$ cat config.mk
export PLATFORM = sky130hd
export DESIGN_NAME = sand_sweep_ctrl_flat
export DESIGN_NICKNAME = d
export VERILOG_FILES = /design/src/rtl/sand_pkg.sv /design/src/rtl/sand_sweep_ctrl_if.sv /design/src/rtl/sand_sweep_addr.sv /design/src/rtl/sand_sweep_ctrl.sv /design/src/flat_wrapper.sv
export SDC_FILE = /design/constraint.sdc
export NUM_CORES = 1
export LEC_CHECK = 0
export ABC_AREA = 1
export ABC_CLOCK_PERIOD_IN_PS = 3100
export BUFFER_PORTS_ARGS = -buffer_cell sky130_fd_sc_hd__buf_2
export CAP_MARGIN = 20
export CELL_PAD_IN_SITES_DETAIL_PLACEMENT = 1
export CELL_PAD_IN_SITES_GLOBAL_PLACEMENT = 2
export CORE_MARGIN = 2
export CORE_UTILIZATION = 30
export CTS_BUF_LIST = sky130_fd_sc_hd__clkbuf_16
export CTS_CLUSTER_DIAMETER = 50
export DETAILED_ROUTE_END_ITERATION = 16
export GPL_TIMING_DRIVEN = 1
export PLACE_DENSITY_LB_ADDON = 0.1
export SETUP_SLACK_MARGIN = 0.05
export SYNTH_ARGS = -nofsm -noshare
export SYNTH_HDL_FRONTEND = slang
export SYNTH_SLANG_ARGS = --single-unit
$ cat constraint.sdc
create_clock -name clk -period 3.1 [get_ports clk]
set_input_delay 0.62 -clock clk [delete_from_list [all_inputs] [get_ports clk]]
set_output_delay 0.62 -clock clk [all_outputs]
set_load 0.03 [all_outputs]
$ cat src/rtl/sand_pkg.sv
// Shared types for the sand sweep controller.
// Pixel encoding, word geometry and sweep FSM states.
package sand_pkg;

  localparam int PX_W        = 2;
  localparam int PX_PER_WORD = 16;
  localparam int WORD_W      = PX_W * PX_PER_WORD;

  typedef enum logic [1:0] {
    AIR     = 2'b00,
    SAND    = 2'b01,
    SAND_AM = 2'b10,
    WALL    = 2'b11
  } px_t;

  typedef enum logic [3:0] {
    IDLE,
    RD_R,
    RD_F,
    CAP,
    CALC,
    WR_F,
    WR_R,
    NEXT,
    DONE
  } sweep_state_t;

endpackage

$ cat src/rtl/sand_sweep_ctrl_if.sv
// Frame-RAM arbiter port of the sweep controller.
// Request/grant access; read data returns one cycle after grant.
interface sand_sweep_ctrl_if #(
  parameter int ADDR_W = 15
);

  logic              mem_req;
  logic              mem_we;
  logic [ADDR_W-1:0] mem_addr;
  logic [31:0]       mem_wdata;
  logic              mem_gnt;
  logic [31:0]       mem_rdata;

  modport master (
    output mem_req,
    output mem_we,
    output mem_addr,
    output mem_wdata,
    input  mem_gnt,
    input  mem_rdata
  );

  modport slave (
    input  mem_req,
    input  mem_we,
    input  mem_addr,
    input  mem_wdata,
    output mem_gnt,
    output mem_rdata
  );

endinterface

$ cat src/rtl/sand_sweep_addr.sv
// Row/column walker for the bottom-up sweep.
// Row base steps down by COLS_W per row, so no multiplier.
module sand_sweep_addr #(
  parameter int COLS_W = 40,
  parameter int ROWS   = 480,
  parameter int ADDR_W = 15
) (
  input  logic              clk,
  input  logic              reset_n,
  input  logic              init_i,
  input  logic              adv_i,
  output logic [ADDR_W-1:0] region_addr_o,
  output logic [ADDR_W-1:0] floor_addr_o,
  output logic              begin_o,
  output logic              end_o,
  output logic              bottom_o,
  output logic              last_o
);

  localparam int CW = (COLS_W > 1) ? $clog2(COLS_W) : 1;
  localparam int RW = $clog2(ROWS);

  localparam logic [ADDR_W-1:0] BASE0 =
    ADDR_W'((ROWS - 2) * COLS_W);
  localparam logic [ADDR_W-1:0] STEP =
    ADDR_W'(COLS_W);
  localparam logic [CW-1:0] COL_LAST =
    CW'(COLS_W - 1);
  localparam logic [RW-1:0] ROW_TOP =
    RW'(ROWS - 2);

  logic [CW-1:0]     col_q, col_d;
  logic [RW-1:0]     row_q, row_d;
  logic [ADDR_W-1:0] base_q, base_d;

  // Counter next-state: load top row on init, step on advance.
  always_comb begin
    col_d  = col_q;
    row_d  = row_q;
    base_d = base_q;
    if (init_i) begin
      col_d  = '0;
      row_d  = ROW_TOP;
      base_d = BASE0;
    end else if (adv_i) begin
      if (col_q == COL_LAST) begin
        col_d  = '0;
        row_d  = row_q - 1'b1;
        base_d = base_q - STEP;
      end else begin
        col_d = col_q + 1'b1;
      end
    end
  end

  // Counter registers.
  always_ff @(posedge clk or negedge reset_n) begin
    if (!reset_n) begin
      col_q  <= '0;
      row_q  <= '0;
      base_q <= '0;
    end else begin
      col_q  <= col_d;
      row_q  <= row_d;
      base_q <= base_d;
    end
  end

  assign region_addr_o = base_q + ADDR_W'(col_q);
  assign floor_addr_o  = base_q + STEP + ADDR_W'(col_q);
  assign begin_o       = (col_q == '0);
  assign end_o         = (col_q == COL_LAST);
  assign bottom_o      = (row_q == ROW_TOP);
  assign last_o        = end_o && (row_q == '0);

endmodule

$ cat src/rtl/sand_sweep_ctrl.sv
// Per-frame sweep controller feeding sand_update.
// Reads region/floor words, writes back only changed words.
module sand_sweep_ctrl
  import sand_pkg::*;
#(
  parameter int COLS_W = 40,
  parameter int ROWS   = 480,
  parameter int ADDR_W = 15
) (
  input  logic         clk,
  input  logic         reset_n,
  input  logic         start,
  output logic         busy,
  output logic         done,
  sand_sweep_ctrl_if.master mem,
  output logic [31:0]  upd_region,
  output logic [31:0]  upd_floor,
  output logic         upd_begin,
  output logic         upd_end,
  output logic         upd_bottom,
  input  logic [31:0]  upd_new_region,
  input  logic [31:0]  upd_new_floor
);

  sweep_state_t state_q, state_d;

  logic        busy_q, busy_d;
  logic        rdv_q, rdv_d;
  logic [31:0] region_q, region_d;
  logic [31:0] floor_q, floor_d;
  logic [31:0] nr_q, nr_d;
  logic [31:0] nf_q, nf_d;

  logic              init, adv;
  logic              req, we;
  logic [ADDR_W-1:0] addr;
  logic [31:0]       wdata;

  logic [ADDR_W-1:0] ra, fa;
  logic              f_begin, f_end, f_bottom, last;

  sand_sweep_addr #(
    .COLS_W (COLS_W),
    .ROWS   (ROWS),
    .ADDR_W (ADDR_W)
  ) u_addr (
    .clk           (clk),
    .reset_n       (reset_n),
    .init_i        (init),
    .adv_i         (adv),
    .region_addr_o (ra),
    .floor_addr_o  (fa),
    .begin_o       (f_begin),
    .end_o         (f_end),
    .bottom_o      (f_bottom),
    .last_o        (last)
  );

  // Next state, data capture and RAM request decode.
  always_comb begin
    state_d  = state_q;
    busy_d   = busy_q;
    rdv_d    = 1'b0;
    region_d = region_q;
    floor_d  = floor_q;
    nr_d     = nr_q;
    nf_d     = nf_q;
    init     = 1'b0;
    adv      = 1'b0;
    req      = 1'b0;
    we       = 1'b0;
    addr     = '0;
    wdata    = '0;
    unique case (state_q)
      IDLE: begin
        if (start) begin
          state_d = RD_R;
          busy_d  = 1'b1;
          init    = 1'b1;
        end
      end
      RD_R: begin
        req  = 1'b1;
        addr = ra;
        if (mem.mem_gnt) begin
          state_d = RD_F;
          rdv_d   = 1'b1;
        end
      end
      RD_F: begin
        req  = 1'b1;
        addr = fa;
        // rdata is only valid right after the region grant
        if (rdv_q) region_d = mem.mem_rdata;
        if (mem.mem_gnt) state_d = CAP;
      end
      CAP: begin
        floor_d = mem.mem_rdata;
        state_d = CALC;
      end
      CALC: begin
        nr_d = upd_new_region;
        nf_d = upd_new_floor;
        if (upd_new_floor != floor_q)
          state_d = WR_F;
        else if (upd_new_region != region_q)
          state_d = WR_R;
        else
          state_d = NEXT;
      end
      WR_F: begin
        req   = 1'b1;
        we    = 1'b1;
        addr  = fa;
        wdata = nf_q;
        if (mem.mem_gnt)
          state_d = (nr_q != region_q) ? WR_R : NEXT;
      end
      WR_R: begin
        req   = 1'b1;
        we    = 1'b1;
        addr  = ra;
        wdata = nr_q;
        if (mem.mem_gnt) state_d = NEXT;
      end
      NEXT: begin
        if (last) begin
          state_d = DONE;
          busy_d  = 1'b0;
        end else begin
          adv     = 1'b1;
          state_d = RD_R;
        end
      end
      DONE: state_d = IDLE;
      default: state_d = IDLE;
    endcase
  end

  // State and datapath registers.
  always_ff @(posedge clk or negedge reset_n) begin
    if (!reset_n) begin
      state_q  <= IDLE;
      busy_q   <= 1'b0;
      rdv_q    <= 1'b0;
      region_q <= '0;
      floor_q  <= '0;
      nr_q     <= '0;
      nf_q     <= '0;
    end else begin
      state_q  <= state_d;
      busy_q   <= busy_d;
      rdv_q    <= rdv_d;
      region_q <= region_d;
      floor_q  <= floor_d;
      nr_q     <= nr_d;
      nf_q     <= nf_d;
    end
  end

  assign busy = busy_q;
  assign done = (state_q == DONE);

  assign mem.mem_req   = req;
  assign mem.mem_we    = we;
  assign mem.mem_addr  = addr;
  assign mem.mem_wdata = wdata;

  assign upd_region = region_q;
  assign upd_floor  = floor_q;
  assign upd_begin  = busy_q & f_begin;
  assign upd_end    = busy_q & f_end;
  assign upd_bottom = busy_q & f_bottom;

endmodule

$ cat src/flat_wrapper.sv
// flat-port wrapper written by rule: the top's interface ports become plain ports
module sand_sweep_ctrl_flat import sand_pkg::*;
#(
  parameter int COLS_W = 40,
  parameter int ROWS   = 480,
  parameter int ADDR_W = 15
)
  (clk, reset_n, start, busy, done, upd_region, upd_floor, upd_begin, upd_end, upd_bottom, upd_new_region, upd_new_floor, mem_mem_req, mem_mem_we, mem_mem_addr, mem_mem_wdata, mem_mem_gnt, mem_mem_rdata);
  sand_sweep_ctrl_if #(.ADDR_W(ADDR_W)) mem_i ();
  input  logic clk;
  input  logic reset_n;
  input  logic start;
  output logic busy;
  output logic done;
  output logic [31:0] upd_region;
  output logic [31:0] upd_floor;
  output logic upd_begin;
  output logic upd_end;
  output logic upd_bottom;
  input  logic [31:0] upd_new_region;
  input  logic [31:0] upd_new_floor;
  output wire logic [$bits(mem_i.mem_req)-1:0] mem_mem_req;
  output wire logic [$bits(mem_i.mem_we)-1:0] mem_mem_we;
  output wire logic [$bits(mem_i.mem_addr)-1:0] mem_mem_addr;
  output wire logic [$bits(mem_i.mem_wdata)-1:0] mem_mem_wdata;
  input wire logic [$bits(mem_i.mem_gnt)-1:0] mem_mem_gnt;
  input wire logic [$bits(mem_i.mem_rdata)-1:0] mem_mem_rdata;
  assign mem_mem_req = mem_i.mem_req;
  assign mem_mem_we = mem_i.mem_we;
  assign mem_mem_addr = mem_i.mem_addr;
  assign mem_mem_wdata = mem_i.mem_wdata;
  assign mem_i.mem_gnt = mem_mem_gnt;
  assign mem_i.mem_rdata = mem_mem_rdata;
  sand_sweep_ctrl #(.COLS_W(COLS_W), .ROWS(ROWS), .ADDR_W(ADDR_W)) u_core (.clk(clk), .reset_n(reset_n), .start(start), .busy(busy), .done(done), .mem(mem_i), .upd_region(upd_region), .upd_floor(upd_floor), .upd_begin(upd_begin), .upd_end(upd_end), .upd_bottom(upd_bottom), .upd_new_region(upd_new_region), .upd_new_floor(upd_new_floor));
endmodule
# Yosys cells after proc, flatten, opt, wreduce, memory -nomap -nowiden
# Index checks and enable logic that the tools add are counted.
# totals
ff_bits,164
latchBits,0
mem_bits_rw,0
mem_bits_ro,0
out_inout_bits,118
elab_cells,85
n_memories,0
# op_classes
addsub,6
multipliers,0
n_div,0
n_lt_le_gt_ge,0
eq_ne,19
shift,0
muxes,32
n_bitwise,3
n_reduce_logical,15
# op_table
op,n
$ne A32 B32 Y1,3
$pmux W32 S2,1
$mux W15,3
$pmux W4 S8,1
$add A15 B6 Y15,2
$pmux W15 S2,1
$mux W4,7
$mux W9,3
$mux W6,3
$eq A4 B3 Y1 const B,4
$add A15 B6 Y15 const B,1
$sub A15 B6 Y15 const B,1
$mux W1,12
$ne A2 B2 Y1 const B,5
$eq A9 B9 Y1 const B,1
$logic_not A9 Y1,1
$sub A9 B1 Y9 const B,1
$eq A4 B2 Y1 const B,2
$add A6 B1 Y6 const B,1
$eq A6 B6 Y1 const B,1
$logic_not A6 Y1,1
$reduce_bool A2 Y1,3
$reduce_or A2 Y1,3
$reduce_and A5 Y1,1
other kinds (10),13

# Logic depth before layout (Yosys ltp)
# logic_depth
ltp_word,6
mapped_depth,14
ltp_nobuf,14

# By module
# From an unflattened synthesis, not the netlist that was laid out.
# hier_totals
cells_unflattened,1355
area_unflattened_um2,9701.8
# by_module_without_submodules
mod,instances,cells_per_inst,area_each_um2,seq_area_each_um2
sand_sweep_ctrl,1,993,7223.2,3353.2
sand_sweep_addr,1,362,2478.6,675.6

# Worst setup path before layout
# Ideal clock, no wire load.
# synth_path
path_kind,reg2out
from,register u_core.u_addr.col_q[4]
to,output mem_mem_addr[8]
t_arrival_ps,2448
t_required_ps,2480
setup_slack_ps,32
path_stages_with_launch,11
path_cell_list,dfrtp_1 -> ha_1 -> inv_1 -> fa_1 -> a21o_1 -> o21bai_1 -> nand2_1 -> nand2_2 -> nand2_1 -> nand2_1 -> o21ai_0
# synth_between
elab_chain_len,2
elab_cells_between_ends,3
# synth_rtl
item,line,text
from (decl),sand_sweep_addr.sv:32,"logic [CW-1:0] col_q, col_d;"
from (signal assigned),sand_sweep_addr.sv:63,col_q <= col_d;
"$add A15 B6 Y15, on equally long branches","sand_sweep_addr.sv:69, sand_sweep_addr.sv:70",
$pmux W15 S2 *,sand_sweep_ctrl.sv:74,unique case (state_q)
to (decl),flat_wrapper.sv:24,output wire logic [$bits(mem_i.mem_addr)-1:0] mem_mem_addr;
# Mark *: on every way between the ends. The rest lies on a longest branch, timed or not.

# Worst setup path after layout
# layout_path
from,register u_core.u_addr.base_q[4]
to,output mem_mem_addr[8]
# layout_between
elab_chain_len,3
elab_cells_between_ends,4
# layout_rtl
item,line,text
from (decl),sand_sweep_addr.sv:34,"logic [ADDR_W-1:0] base_q, base_d;"
from (signal assigned),sand_sweep_addr.sv:65,base_q <= base_d;
$add A15 B6 Y15 (2 in series),sand_sweep_addr.sv:70,assign floor_addr_o = base_q + STEP + ADDR_W'(col_q);
$pmux W15 S2 *,sand_sweep_ctrl.sv:74,
# Marks and branches as above.

==> run metrics <==
final hold violation count=0; post-route ant nets=0; number of vias per cell=between 4 and 5; sinks on the clock net=161; Area contributors post-synth=dfrtp_1 (42%), nand2_1 (18%), inv_1 (8.0%); setup ws final=-35.5 ps; first-pass GRT wire length=54200 µm; initial antenna violation count=7; Tightest Pin Transition=729 ps; maximum VDD drop=410 µV; pin count of the biggest net entering global routing=71; GRT overflow=0; die area=33500 µm²; Yosys top cell by area=dfrtp_1; PD cells=1090 nW/µm²; Post-DP Area=about 11000 µm²; cell count of the worst reg-to-reg path=11; FMAX=~320 MHz; initial core utilization=0.305; Syn. warnings=0; ys flop type=dfrtp_1; clock root cell=clkbuf_16; critical path peak fanout=6; cell area after layout=12000 µm²; Max-cap violations=0; Residual DRC=0; failing checks=negative setup slack; crit path capture type=primary output; fin cells=2000; slowest stage delay, CP=about 450 ps; core area=between 30000 and 40000 µm²; Mapped Area=slightly below 10000 µm²; Synth Instances=around 1400; Min-Delay Path Class=input port to async pin; static leakage=6.50 nW; final net count=1700; CTS H-Tree Depth=4; cell mode on critical path=nand2_2; Die Ht=between 150 and 200 µm; CP max stage cell=fa_2; clk buf depth=2; Die W=around 180 µm; Port Buffers=roughly 220; detailed-route via count=9299; Post-synth EDFFs=0; Register Area=4030 µm²; status=finished, violations left; Slew HR=0.514; commonest non-fill, non-tap cell in the layout=nand2_1; Area Overhead vs Synth=24.9%; count of final setup violators=2; fin. max-slew vios=0; arrival time of the worst setup path=2520 ps; ys async rst share=1.00; # hold bufs at CTS=0; Fill cells=4006; Std-Cell Rows=65; post-route clock skew=13.4 ps; placer congestion estimate=0.823; share of the synthesized area in the top cell type=0.419; Synth Area per Inst=7.10 µm²; Final Critical Period=3140 ps; synth unique cells=46; DR pass1 iterations=5; multi-input logic area=4730 µm²; post-synthesis sequential area ratio=0.419; Clk Latency, worst-skew pair=430 ps; most frequent cells in the layout=nand2_1 (446), buf_2 (207), inv_1 (200); synthesized flop and latch total=161; wire per inst=17.2 µm; unrepaired setup endpoints after global routing=true; TritonCTS Buffers=17; # IOs=218; Final Cycle Share=1.01; DRT iter0 DRCs=350; kind of critical path=flip-flop to primary output; Final Util=0.381; Placed Instances=1954; crit start category=flip-flop; WP data required=2480 ps; clk slew on worst S/H paths=70 ps; share of cells above drive strength 1=0.215; final wirelength=between 30000 and 40000 µm; CTS tree=yes; hpwl dp=around 27000 µm; all-layer global routing usage=0.210; vias in the first global route=~10000; CP cell instances=ha_2 -> inv_2 -> fa_2 -> a21o_1 -> o21bai_4 -> nand2_2 -> nand2_4 -> nand2_2 -> nand2_1 -> o21ai_1 -> buf_4
[stage by stage]
step	setup TNS, ps	hold WS, ps	power [W]	setup slack (ps)
after detailed placement	0	465	0.0110	7.17
after global routing	-1010	232	0.0142	-176
final	-66.0	187	0.0131	-35.5
after CTS	-283	229	0.0132	-97.1
after global placement	0	456	0.0109	112
after floorplan	0	324	0.00860	75.3
[worst paths after layout]
| kind | start | to | slack, ps |
|---|---|---|---|
| setup / recovery | u_core.u_addr.base_q[4] | mem_mem_addr[8] | -40 |
| hold / removal | reset_n | u_core.upd_floor[20] | 190 |
| setup reg to reg | u_core.u_addr.row_q[0] | u_core.u_addr.base_q[14] | 1030 |
| hold reg to reg | u_core.nf_q[6] | u_core.nf_q[6] | 480 |
| max in group asynchronous | reset_n | u_core.u_addr.col_q[3] | 2180 |
| min in group clk | upd_new_region[23] | u_core.nr_q[23] | 420 |
[worst max-delay path: cells and delay by family, from the launching register on]
family,cells,cell delay [ps]
AO/OA/AOI/OAI,3,520
adder cells (fa/ha/maj),2,650
buffers and inverters,2,240
flip-flops,1,390
AND/OR/NAND/NOR,4,290
[state kept, by name, summed over array words and instances (netlist names)]
name,cells
u_core.nf_q,32
u_core.nr_q,32
u_core.upd_floor,32
u_core.upd_region,32
u_core.u_addr.base_q,12
u_core.u_addr.row_q,9
u_core.u_addr.col_q,6
u_core.state_q,4
u_core.busy,1
u_core.rdv_q,1
[cell usage after synthesis (4+ instances only)]
cell type	instances
o21ai_0	140
nand4_1	9
xnor2_1	33
dfrtp_1	161
buf_2	8
nor3_1	11
nand2_1	454
nor2_1	94
o21ai_2	7
xor2_1	16
buf_1	4
nand2_2	4
a32o_1	12
a21oi_1	10
inv_2	8
nor2_2	5
o21ai_1	35
nand3_1	57
inv_1	204
o211ai_1	4
ha_1	17
clkbuf_1	26
[kinds of logic after synthesis]
| kind of cell | share of synthesized area |
|---|---|
| AOI/OAI and AO/OA | 0.133 |
| xor gates and xnor gates | 0.0446 |
| adders and majority gates | 0.0263 |
| buffers and inverters | 0.103 |
| DFF | 0.419 |
| other | 0.000390 |
| and+or+nand+nor | 0.274 |
[timing repair]
action                     in CTS  in global routing
pin swaps                      13                 10
gates resized for setup        35                 17
setup buffers                   7                  3
setup endpoints to repair      11                 16
[per-layer routing]
layer / track usage / up-vias / routed length (µm)
li1: - / 4684 / -
met4: 0.0656 / 6 / 874
met2: 0.368 / 164 / 17100
met1: 0.259 / 4409 / 14900
met3: 0.0459 / 36 / 1450
met5: 0 / - / 44
[area by class of cell]
cell class              count  share of cell area
repair buffers            247               0.116
flip-flops and latches    161               0.335
inverters                 213              0.0669
clock buffers              17              0.0354
clock inverters            15              0.0102
well taps                 402              0.0418
multi-input cells         941               0.393
diodes                      4            0.000833
[report_power, final]
part           internal, W  switching [W]  leakage, nW
Sequential         0.00307        0.00104         1.94
Clock              0.00110       0.000914        0.271
Combinational      0.00222        0.00474         4.29
Total              0.00639        0.00669         6.50
(Power assumes the default switching activity.)
